--- src/rtl/psum_acc_bias.sv ---
// Per-column psum accumulator seeded with bias; result held under valid/ready until consumed.
// Latency: N+1 cycles start-to-valid with back-to-back beats; define ACC_SAT_EN for saturating accumulate (default wraps).
module psum_acc_bias #(
    parameter int COLS    = 5,
    parameter int PS_BW   = 16,
    parameter int BI_BW   = 16,
    parameter int AB_BW   = 25,
    parameter int PASS_BW = 8
) (
    input  logic                     clk,
    input  logic                     rst_n,
    input  logic                     i_start,
    input  logic [PASS_BW-1:0]       i_num_pass,
    input  logic [BI_BW*COLS-1:0]    i_bias,
    input  logic                     i_psum_valid,
    input  logic [PS_BW*COLS-1:0]    i_psum,
    output logic                     o_psum_ready,
    output logic                     o_acc_valid,
    input  logic                     i_acc_ready,
    output logic [AB_BW*COLS-1:0]    o_acc_bias,
    output logic                     o_busy,
    output logic                     o_done
);

    typedef enum logic [1:0] {
        S_IDLE  = 2'd0,
        S_ACCUM = 2'd1,
        S_OUT   = 2'd2
    } state_t;

    state_t               r_state;
    state_t               w_state_nxt;
    logic [PASS_BW-1:0]   r_cnt;
    logic                 r_done;

    logic w_start;
    logic w_beat;
    logic w_last;
    logic w_hs;

    // A zero pass count would never reach OUT, so such a start is dropped.
    assign w_start = (r_state == S_IDLE) & i_start & (i_num_pass != '0);
    assign w_beat  = (r_state == S_ACCUM) & i_psum_valid;
    assign w_last  = w_beat & (r_cnt == PASS_BW'(1));
    assign w_hs    = (r_state == S_OUT) & i_acc_ready;

    always_comb begin
        w_state_nxt = r_state;
        case (r_state)
            S_IDLE:  if (w_start)     w_state_nxt = S_ACCUM;
            S_ACCUM: if (w_last)      w_state_nxt = S_OUT;
            S_OUT:   if (i_acc_ready) w_state_nxt = S_IDLE;
            default:                  w_state_nxt = S_IDLE;
        endcase
    end

    always_ff @(posedge clk or negedge rst_n) begin
        if (!rst_n) begin
            r_state <= S_IDLE;
            r_cnt   <= '0;
            r_done  <= 1'b0;
        end else begin
            r_state <= w_state_nxt;
            r_done  <= w_hs;
            if (w_start) begin
                r_cnt <= i_num_pass;
            end else if (w_beat) begin
                r_cnt <= r_cnt - PASS_BW'(1);
            end
        end
    end

    for (genvar g = 0; g < COLS; g++) begin : g_col
        logic signed [BI_BW-1:0] w_bias_raw;
        logic signed [PS_BW-1:0] w_psum_raw;
        logic signed [AB_BW-1:0] w_bias_ext;
        logic signed [AB_BW-1:0] w_psum_ext;
        logic signed [AB_BW-1:0] w_sum;
        logic signed [AB_BW-1:0] r_acc;

        assign w_bias_raw = i_bias[(g+1)*BI_BW-1 -: BI_BW];
        assign w_psum_raw = i_psum[(g+1)*PS_BW-1 -: PS_BW];
        assign w_bias_ext = AB_BW'(w_bias_raw);
        assign w_psum_ext = AB_BW'(w_psum_raw);

`ifdef ACC_SAT_EN
        // One guard bit: top two bits disagreeing means the add left the AB_BW range.
        logic [AB_BW:0] w_sum_full;
        assign w_sum_full = {r_acc[AB_BW-1], r_acc} + {w_psum_ext[AB_BW-1], w_psum_ext};
        always_comb begin
            w_sum = w_sum_full[AB_BW-1:0];
            if (w_sum_full[AB_BW] != w_sum_full[AB_BW-1]) begin
                w_sum = w_sum_full[AB_BW] ? {1'b1, {(AB_BW-1){1'b0}}}
                                          : {1'b0, {(AB_BW-1){1'b1}}};
            end
        end
`else
        assign w_sum = r_acc + w_psum_ext;
`endif

        always_ff @(posedge clk or negedge rst_n) begin
            if (!rst_n) begin
                r_acc <= '0;
            end else if (w_start) begin
                r_acc <= w_bias_ext;
            end else if (w_beat) begin
                r_acc <= w_sum;
            end
        end

        assign o_acc_bias[(g+1)*AB_BW-1 -: AB_BW] = r_acc;
    end

    assign o_psum_ready = (r_state == S_ACCUM);
    assign o_acc_valid  = (r_state == S_OUT);
    assign o_busy       = (r_state != S_IDLE);
    assign o_done       = r_done;

endmodule

--- config.mk ---
export PLATFORM = sky130hd
export DESIGN_NAME = psum_acc_bias
export DESIGN_NICKNAME = d
export VERILOG_FILES = /design/src/rtl/psum_acc_bias.sv
export SDC_FILE = /design/constraint.sdc
export NUM_CORES = 1
export LEC_CHECK = 0
export ABC_CLOCK_PERIOD_IN_PS = 3950
export BUFFER_PORTS_ARGS = -buffer_cell sky130_fd_sc_hd__buf_4
export CAP_MARGIN = 40
export CORE_UTILIZATION = 35
export DETAILED_ROUTE_END_ITERATION = 12
export PLACE_DENSITY = 0.53
export SYNTH_ARGS = -nofsm -noshare
export SYNTH_HDL_FRONTEND = slang
export SYNTH_SLANG_ARGS = --single-unit
--- constraint.sdc ---
create_clock -name clk -period 3.95 [get_ports clk]
set_clock_uncertainty 0.1 [all_clocks]
set_input_delay 0 -clock clk [delete_from_list [all_inputs] [get_ports clk]]
set_output_delay 0 -clock clk [all_outputs]
set_load 0.005 [all_outputs]
==> results.tsv, run 1 <==
stage	metric	value	unit
setup_path	crit_arrival	3770	ps
layout	seq_area	0.003403	mm^2
drt	drc	0	
clocking	cts.hold.buffers_added	135	
layout	fill_cells	3120	
sta	grt_setup_unrepaired	no	
place	portBuffers	301	
global_route	grtUsageTotal	0.2344	
setup_path	path_cells	ha_1 > fa_1 > a211oi_1 > nor2_1 > o21ai_0 > a21o_1 > a211oi_1 > o41ai_1 > xor2_1 > o211ai_1 > o311ai_0 > dlygate4sd3_1	
floorplan	die_h	183.1	um
global_route	grt_start_max_net_pins	68	
min_path	min_path_type	in2reg	
layout	area_delta_synth_final	40.74	%
floorplan	die_area	0.03352	mm^2
layout	fin_util	0.5066	
sta	maxSlewViolCount	0	
power_and_ir_drop	vdd_drop_max	0.3246	mV
drt	wl_met2	18750	um
synth	synth_area	0.01148	mm^2
floorplan	placementRows	65	
clocking	numCtsBuffers	17	
floorplan	die_x	183.1	um
clocking	post_cts_resized	0	
drt	wl_met3	2369	um
drt	finalWirelength	39570	um
setup_path	startpoint	g_col[4].r_acc[0]$_DFFE_PN0P_	
setup_path	crit_required	4170	ps
sta	setup_tns	0	ps
clocking	cts_setup_buffers	0	
synth	synth.distinct_cells	76	
sta	relSlewSlack	0.4447	
clocking	path_clk_slew	60	ps
layout	finalNonFillerCells	2200	
sta	tightest_slew	833.0	ps
setup_path	cp_max_fo	3	
power_and_ir_drop	p_leak	7.426	nW
place	placedCellCount	2032	
sta	finalHoldViolCount	0	
sta	max_freq	0.2818	GHz
setup_path	rrSetupSlack	400	ps
setup_path	crit_top_cell	a211oi_1	
setup_path	rr_endpoint	g_col[4].r_acc[24]$_DFFE_PN0P_	
global_route	grt_overflow	0	
setup_path	path_class	reg2reg	
status	outcome	finished clean	
sta	fin_crit	3549	ps
setup_path	reg2reg_from	g_col[4].r_acc[0]$_DFFE_PN0P_	
setup_path	crit_end	g_col[4].r_acc[24]$_DFFE_PN0P_	
layout	nets	2051	
drt	met1_length	17980	um
global_route	grt_pass1_vias	11660	
drt	initialDrtViolationCount	640	
layout	multiInputGateArea	0.007675	mm^2
synth	synth_edf_count	0	
setup_path	cp_slowest_stage_delay	600	ps
power_and_ir_drop	cellPowerDensity	818.2	mW/mm^2
job	cap_violations	0	
clocking	clk_latency	440	ps
layout	drive_above_1_share	0.2154	
floorplan	pin_count	302	
floorplan	start_util	0.3600	
synth	syn-num-nets	1637	
place	hpwl	28100	um
synth	async_flop_share	1.000	
synth	syn_avg_cell_area	8.583	um^2
setup_path	reg2reg_depth	12	
sta	finalSetupViolations	0	
clocking	clockRootBuffer	clkbuf_16	
drt	vias_per_cell	5.379	
drt	routed-via-count	11830	
clocking	cts_htree_levels	4	
global_route	grt_pass1_wl	62130	um
drt	ant_nets	0	
sta	final.period_utilization	0.8985	
setup_path	end_kind	flip-flop	
drt	drt_first_pass_iters	6	
synth	synth-seq-cells	136	
clocking	clock_path_buffers	2	
synth	synth-main-ff-cell	dfrtp_1	
drt	wl_per_cell	17.99	um
synth	syn_inst	1337	
drt	top_layer_used	met4	
global_route	antenna_found_initial	1	
clocking	tritoncts	built	
synth	synth-seq-area-share	0.2966	
setup_path	start_kind	flip-flop	
setup_path	slowest_stage	dlygate4sd3_1	
clocking	clock-sinks	136	
floorplan	core	0.03188	mm^2
place	gp_congestion	0.8568	
synth	yosys_warnings	0	
stage by stage:
stage	cell area, um^2	setup WS, ps	power (mW)	hold WS (ps)
after global placement	14130	906.9	10.79	40.92
final	16150	401.0	13.22	9.785
after global routing	16150	172.5	14.39	16.31
after CTS	16150	403.1	13.25	0.05440
after floorplan	11480	1126	8.197	-395.6
after detailed placement	14160	817.8	10.85	-241.0
worst max-delay path, delay by kind of cell (launching register included):
family | cells | cell delay (ps)
adders and majority gates | 2 | 640
DFF | 1 | 400
buffers and inverters | 1 | 600
AOI/OAI and AO/OA | 7 | 1440
xor gates and xnor gates | 1 | 130
and+or+nand+nor | 1 | 110
power breakdown:
part,internal [mW],total (mW),switching (mW)
Combinational,4.24,8.65,4.40
Sequential,2.12,2.78,0.660
Clock,1.11,1.79,0.680
routing by layer:
layer,track usage,vias up
li1,-,5839
met1,0.3015,5654
met2,0.3960,312
met3,0.05421,28
met4,0.05567,0
met5,0,-
worst min-delay path by stage:
| stage | startpoint | to | slack, ps | cells past startpoint |
|---|---|---|---|---|
| finish | i_psum[22] | g_col[1].r_acc[6]$_DFFE_PN0P_ | 10 | 4 |
| global route | i_psum[43] | g_col[2].r_acc[11]$_DFFE_PN0P_ | 20 | 4 |
| CTS | i_psum[43] | g_col[2].r_acc[11]$_DFFE_PN0P_ | 0.05 | 4 |
| detailed placement | rst_n | g_col[1].r_acc[9]$_DFFE_PN0P_ | -240 | 1 |
| global placement | rst_n | g_col[1].r_acc[10]$_DFFE_PN0P_ | 40 | 1 |
| floorplan | rst_n | g_col[0].r_acc[0]$_DFFE_PN0P_ | -400 | 0 |
kinds of logic after synthesis:
group	after synthesis	share of synthesized area
mux	11	0.009813
flops	136	0.2966
compound gates	549	0.3057
simple gates	324	0.1379
fa+ha+maj	127	0.1417
buf+inv	96	0.03652
xor+xnor	94	0.07174
cells in the mapped netlist, types with 5 or more instances:
cell type / n / area share
a31oi_1: 13 / 0.0071
o21bai_1: 14 / 0.0092
a21o_1: 42 / 0.027
a21oi_1: 156 / 0.068
dfrtp_1: 136 / 0.30
nand4_1: 10 / 0.0055
inv_1: 43 / 0.014
nor3b_1: 5 / 0.0033
or2_2: 9 / 0.0049
and2_1: 7 / 0.0038
o211ai_1: 12 / 0.0079
o21a_1: 17 / 0.011
xnor2_1: 59 / 0.045
o31ai_1: 15 / 0.0098
a211o_1: 6 / 0.0046
nor2_1: 82 / 0.027
xor2_1: 35 / 0.027
o221ai_1: 13 / 0.0099
nor2b_1: 14 / 0.0076
a221oi_1: 6 / 0.0046
and3_1: 12 / 0.0065
nand3_1: 23 / 0.010
nor4_1: 6 / 0.0033
mux2i_1: 9 / 0.0079
nand2_1: 90 / 0.029
fa_1: 5 / 0.0087
ha_1: 122 / 0.13
o21ai_0: 138 / 0.060
a22oi_1: 57 / 0.037
nand3b_1: 6 / 0.0039
clkbuf_1: 41 / 0.013
or3_1: 8 / 0.0044
a211oi_1: 11 / 0.0072
a221o_1: 10 / 0.0087
nor3_1: 23 / 0.010
nand2b_1: 17 / 0.0093
cell type report:
type,instances,area share
flip-flops and latches,136,0.2107
clock inverters,11,0.01054
well taps,435,0.03370
repair buffers,448,0.2306
multi-input cells,1105,0.4752
clock buffers,21,0.02913
inverters,43,0.009993
diodes,1,0.0001549
flip-flops by register name (all words and copies together), names as in the netlist:
name	cells
r_state	2
g_col.r_acc	125
r_cnt	8
o_done	1
layout by cell type, fill, tap and decap left out, drive strengths merged, types with 11 or more instances in the layout:
cell type	netlist	final
nor2b	14	14
ha	122	122
dfrtp	136	136
o211ai	12	12
a31oi	14	14
xor2	35	35
nor3	23	23
and3	12	12
a21oi	156	156
nand2	91	91
a21o	43	43
a22oi	57	57
xnor2	59	59
o221ai	13	13
o21a	17	17
o31ai	16	16
clkbuf	45	21
nand3	23	23
a211oi	11	11
nor2	82	82
o21bai	14	14
buf	7	313
dlygate4sd3	0	135
inv	43	43
nand2b	17	17
o21ai	143	143
No activity file was read; power rests on OpenSTA's default activity.
==> inputs of run 2 (changes only) <==
Settings changed: CORE_ASPECT_RATIO set to 0.8.
==> run 2 against run 1 <==
Compared with the run above:
- critical path type unchanged
- highest routed layer unchanged
- wire length up 0.17%
- via count grew 0.80%
- fmax decreased by 0.90%
- cell count shrank 0.32%
- critical path depth unchanged
- count of clock-buffer cells in the layout increased by 3
- critical endpoint is now g_col[1].r_acc[12]$_DFFE_PN0P_
- clock power shrank 8%
- global-route usage up 0.26 points
==> results.tsv, run 2 (synthesis results as in run 1) <==
stage	metric	value	unit	change
status	outcome	finished clean		
min_path	min_path_type	in2reg		
sta	hold_slack	30.87	ps	+21.09 ps
layout	multiInputGateArea	0.007675	mm^2	unchanged
sta	tightest_slew	619.3	ps	-213.7 ps
setup_path	crit_arrival	3800	ps	+30 ps
clocking	clk_latency	440	ps	about the same
clocking	clock-sinks	136		unchanged
clocking	clockRootBuffer	clkbuf_16		
power_and_ir_drop	intPower	7.415	mW	-0.74%
setup_path	end_kind	flip-flop		
layout	regMostFlops	g_col.r_acc		
layout	seq_area	0.003403	mm^2	unchanged
layout	area_delta_synth_final	41.10	%	
setup_path	slowest_stage	dlygate4sd3_1		
setup_path	path_buf_inv	1		unchanged
drt	finalWirelength	39640	um	+0.17%
floorplan	placementRows	58		-11%
global_route	grt_start_max_net_pins	79		+16%
layout	layout_commonest_cell	buf_4		
clocking	clock_path_buffers	2		unchanged
setup_path	cp_top_family	compound AO/OA/AOI/OAI gates		
clocking	cts.hold.buffers_added	142		+5.2%
power_and_ir_drop	pwr-share-comb	0.662		+0.008
layout	finalNonFillerCells	2193		-0.32%
clocking	tritoncts	built		
floorplan	die_x	204.5	um	+12%
power_and_ir_drop	p_leak	7.463	nW	+0.50%
floorplan	pin_count	302		unchanged
sta	max_freq	0.2792	GHz	-0.90%
layout	fin_util	0.5083		+0.001654
power_and_ir_drop	p_switching	5.738	mW	-0.14%
sta	fin_crit	3581	ps	+32.12 ps
drt	initialDrtViolationCount	529		-17%
global_route	grtUsageTotal	0.2370		+0.002618
power_and_ir_drop	cellPowerDensity	812.2	mW/mm^2	-0.73%
layout	top_regs	g_col.r_acc (125), r_cnt (8), r_state (2)		
sta	final.period_utilization	0.9066		+0.008132
floorplan	die_area	0.03352	mm^2	about the same
sta	relSlewSlack	0.5871		+0.1424
global_route	grt_overflow	0		unchanged
sta	setup_tns	0	ps	unchanged
place	pre_cts_ws	776.6	ps	-41.22 ps
place	placed_area	0.01416	mm^2	about the same
sta	maxSlewViolCount	0		unchanged
setup_path	path_cells	ha_1 > fa_1 > a211oi_1 > o21bai_1 > o21ai_0 > o21bai_1 > a21o_1 > a21o_1 > a21oi_1 > xnor2_1 > o21ai_0 > dlygate4sd3_1		
power_and_ir_drop	vdd_drop_max	0.2932	mV	-9.6%
layout	drive_above_1_share	0.2140		-0.001416
global_route	antenna_found_initial	2		+1
floorplan	core	0.03186	mm^2	about the same
drt	vias_per_cell	5.439		+1.1%
layout	fill_cells	3038		-2.6%
drt	drc	0		unchanged
clocking	numCtsBuffers	17		unchanged
setup_path	cp_slowest_stage_delay	580	ps	-20 ps
layout	nets	2058		+0.34%
layout	largest_register_ffs	125		unchanged
floorplan	start_util	0.3602		about the same
sta	setup_ws	368.8	ps	-32.12 ps
drt	ant_nets	0		unchanged
global_route	grt_pass1_wl	62780	um	+1.1%
drt	wl_per_cell	18.08	um	+0.49%
global_route	grt_pass1_vias	11900		+2.1%
setup_path	path_class	reg2reg		
clocking	cts_htree_levels	4		unchanged
place	gp_congestion	0.8606		+0.44%
clocking	path_clk_slew	70	ps	about the same
clocking	post_cts_resized	0		unchanged
clocking	cts_setup_buffers	0		unchanged
drt	drt_first_pass_iters	5		-1
power_and_ir_drop	finalPower	13.15	mW	-0.48%
place	hpwl	28810	um	+2.5%
power_and_ir_drop	seqPwrFrac	0.214		+0.004
setup_path	cp_max_fo	3		unchanged
power_and_ir_drop	pwr-share-clk	0.125		-0.010
place	placedCellCount	2017		-0.74%
power_and_ir_drop	swShare	0.4362		+0.001502
place	portBuffers	301		unchanged
sta	finalSetupViolations	0		unchanged
sta	grt_setup_unrepaired	no		
layout	final_cell_mix	309 x buf_4, 156 x a21oi_1, 141 x dlygate4sd3_1		
setup_path	start_kind	flip-flop		
sta	finalHoldViolCount	0		unchanged
floorplan	die_h	164.0	um	-10%
layout	fin_area	0.01619	mm^2	+0.26%
setup_path	crit_required	4170	ps	about the same
job	cap_violations	0		unchanged
drt	routed-via-count	11930		+0.80%
## run 2: changes by cell type in the layout (fill, tap and decap cells not counted), sizes merged
cell,previous run,this run
clkbuf,21,24
dlygate4sd3,135,141
clkinv,4,6
bufinv,4,2
clkinvlp,3,0
diode,1,2
buf,313,314
## run 2: final timing paths
kind,from,end,slack (ps),cells after the start
max,g_col[1].r_acc[0]$_DFFE_PN0P_,g_col[1].r_acc[12]$_DFFE_PN0P_,370,12
min,i_psum[61],g_col[3].r_acc[13]$_DFFE_PN0P_,30,4
max reg2reg,g_col[1].r_acc[0]$_DFFE_PN0P_,g_col[1].r_acc[12]$_DFFE_PN0P_,370,12
min reg2reg,g_col[4].r_acc[0]$_DFFE_PN0P_,g_col[4].r_acc[0]$_DFFE_PN0P_,410,2
max in group asynchronous,rst_n,g_col[4].r_acc[0]$_DFFE_PN0P_,2500,5
min in group asynchronous,rst_n,g_col[1].r_acc[11]$_DFFE_PN0P_,540,4
## run 2: worst reg2reg max path: cells and delay by family, from the launching register on
family / cells / cell delay [ps]
xor+xnor: 1 / 130
flops: 1 / 400
compound gates: 8 / 1600
buf+inv: 1 / 580
fa+ha+maj: 2 / 640
## run 2: cell type report
type | instances | share of cell area
diodes | 2 | 0.0003091
repair buffers | 455 | 0.2370
clock buffers | 24 | 0.03037
well taps | 420 | 0.03245
clock inverters | 8 | 0.005795
inverters | 43 | 0.009968
multi-input cells | 1105 | 0.4740
flip-flops and latches | 136 | 0.2102
## run 2: power by group through the flow
| stage | Clock (mW) | Sequential (mW) | Combinational (mW) |
|---|---|---|---|
| after floorplan | 0 | 2.69 | 5.50 |
| after global placement | 0 | 2.81 | 8.02 |
| after detailed placement | 0 | 2.82 | 8.05 |
| after CTS | 1.70 | 2.81 | 8.67 |
| after global routing | 1.75 | 2.91 | 9.72 |
| final | 1.64 | 2.81 | 8.70 |
## run 2: routing by layer
layer	routed length, um	global-route usage	vias up
li1	-	-	5876
met5	0	0	-
met4	567	0.06242	0
met1	18860	0.3200	5698
met2	17880	0.3784	324
met3	2334	0.05575	30
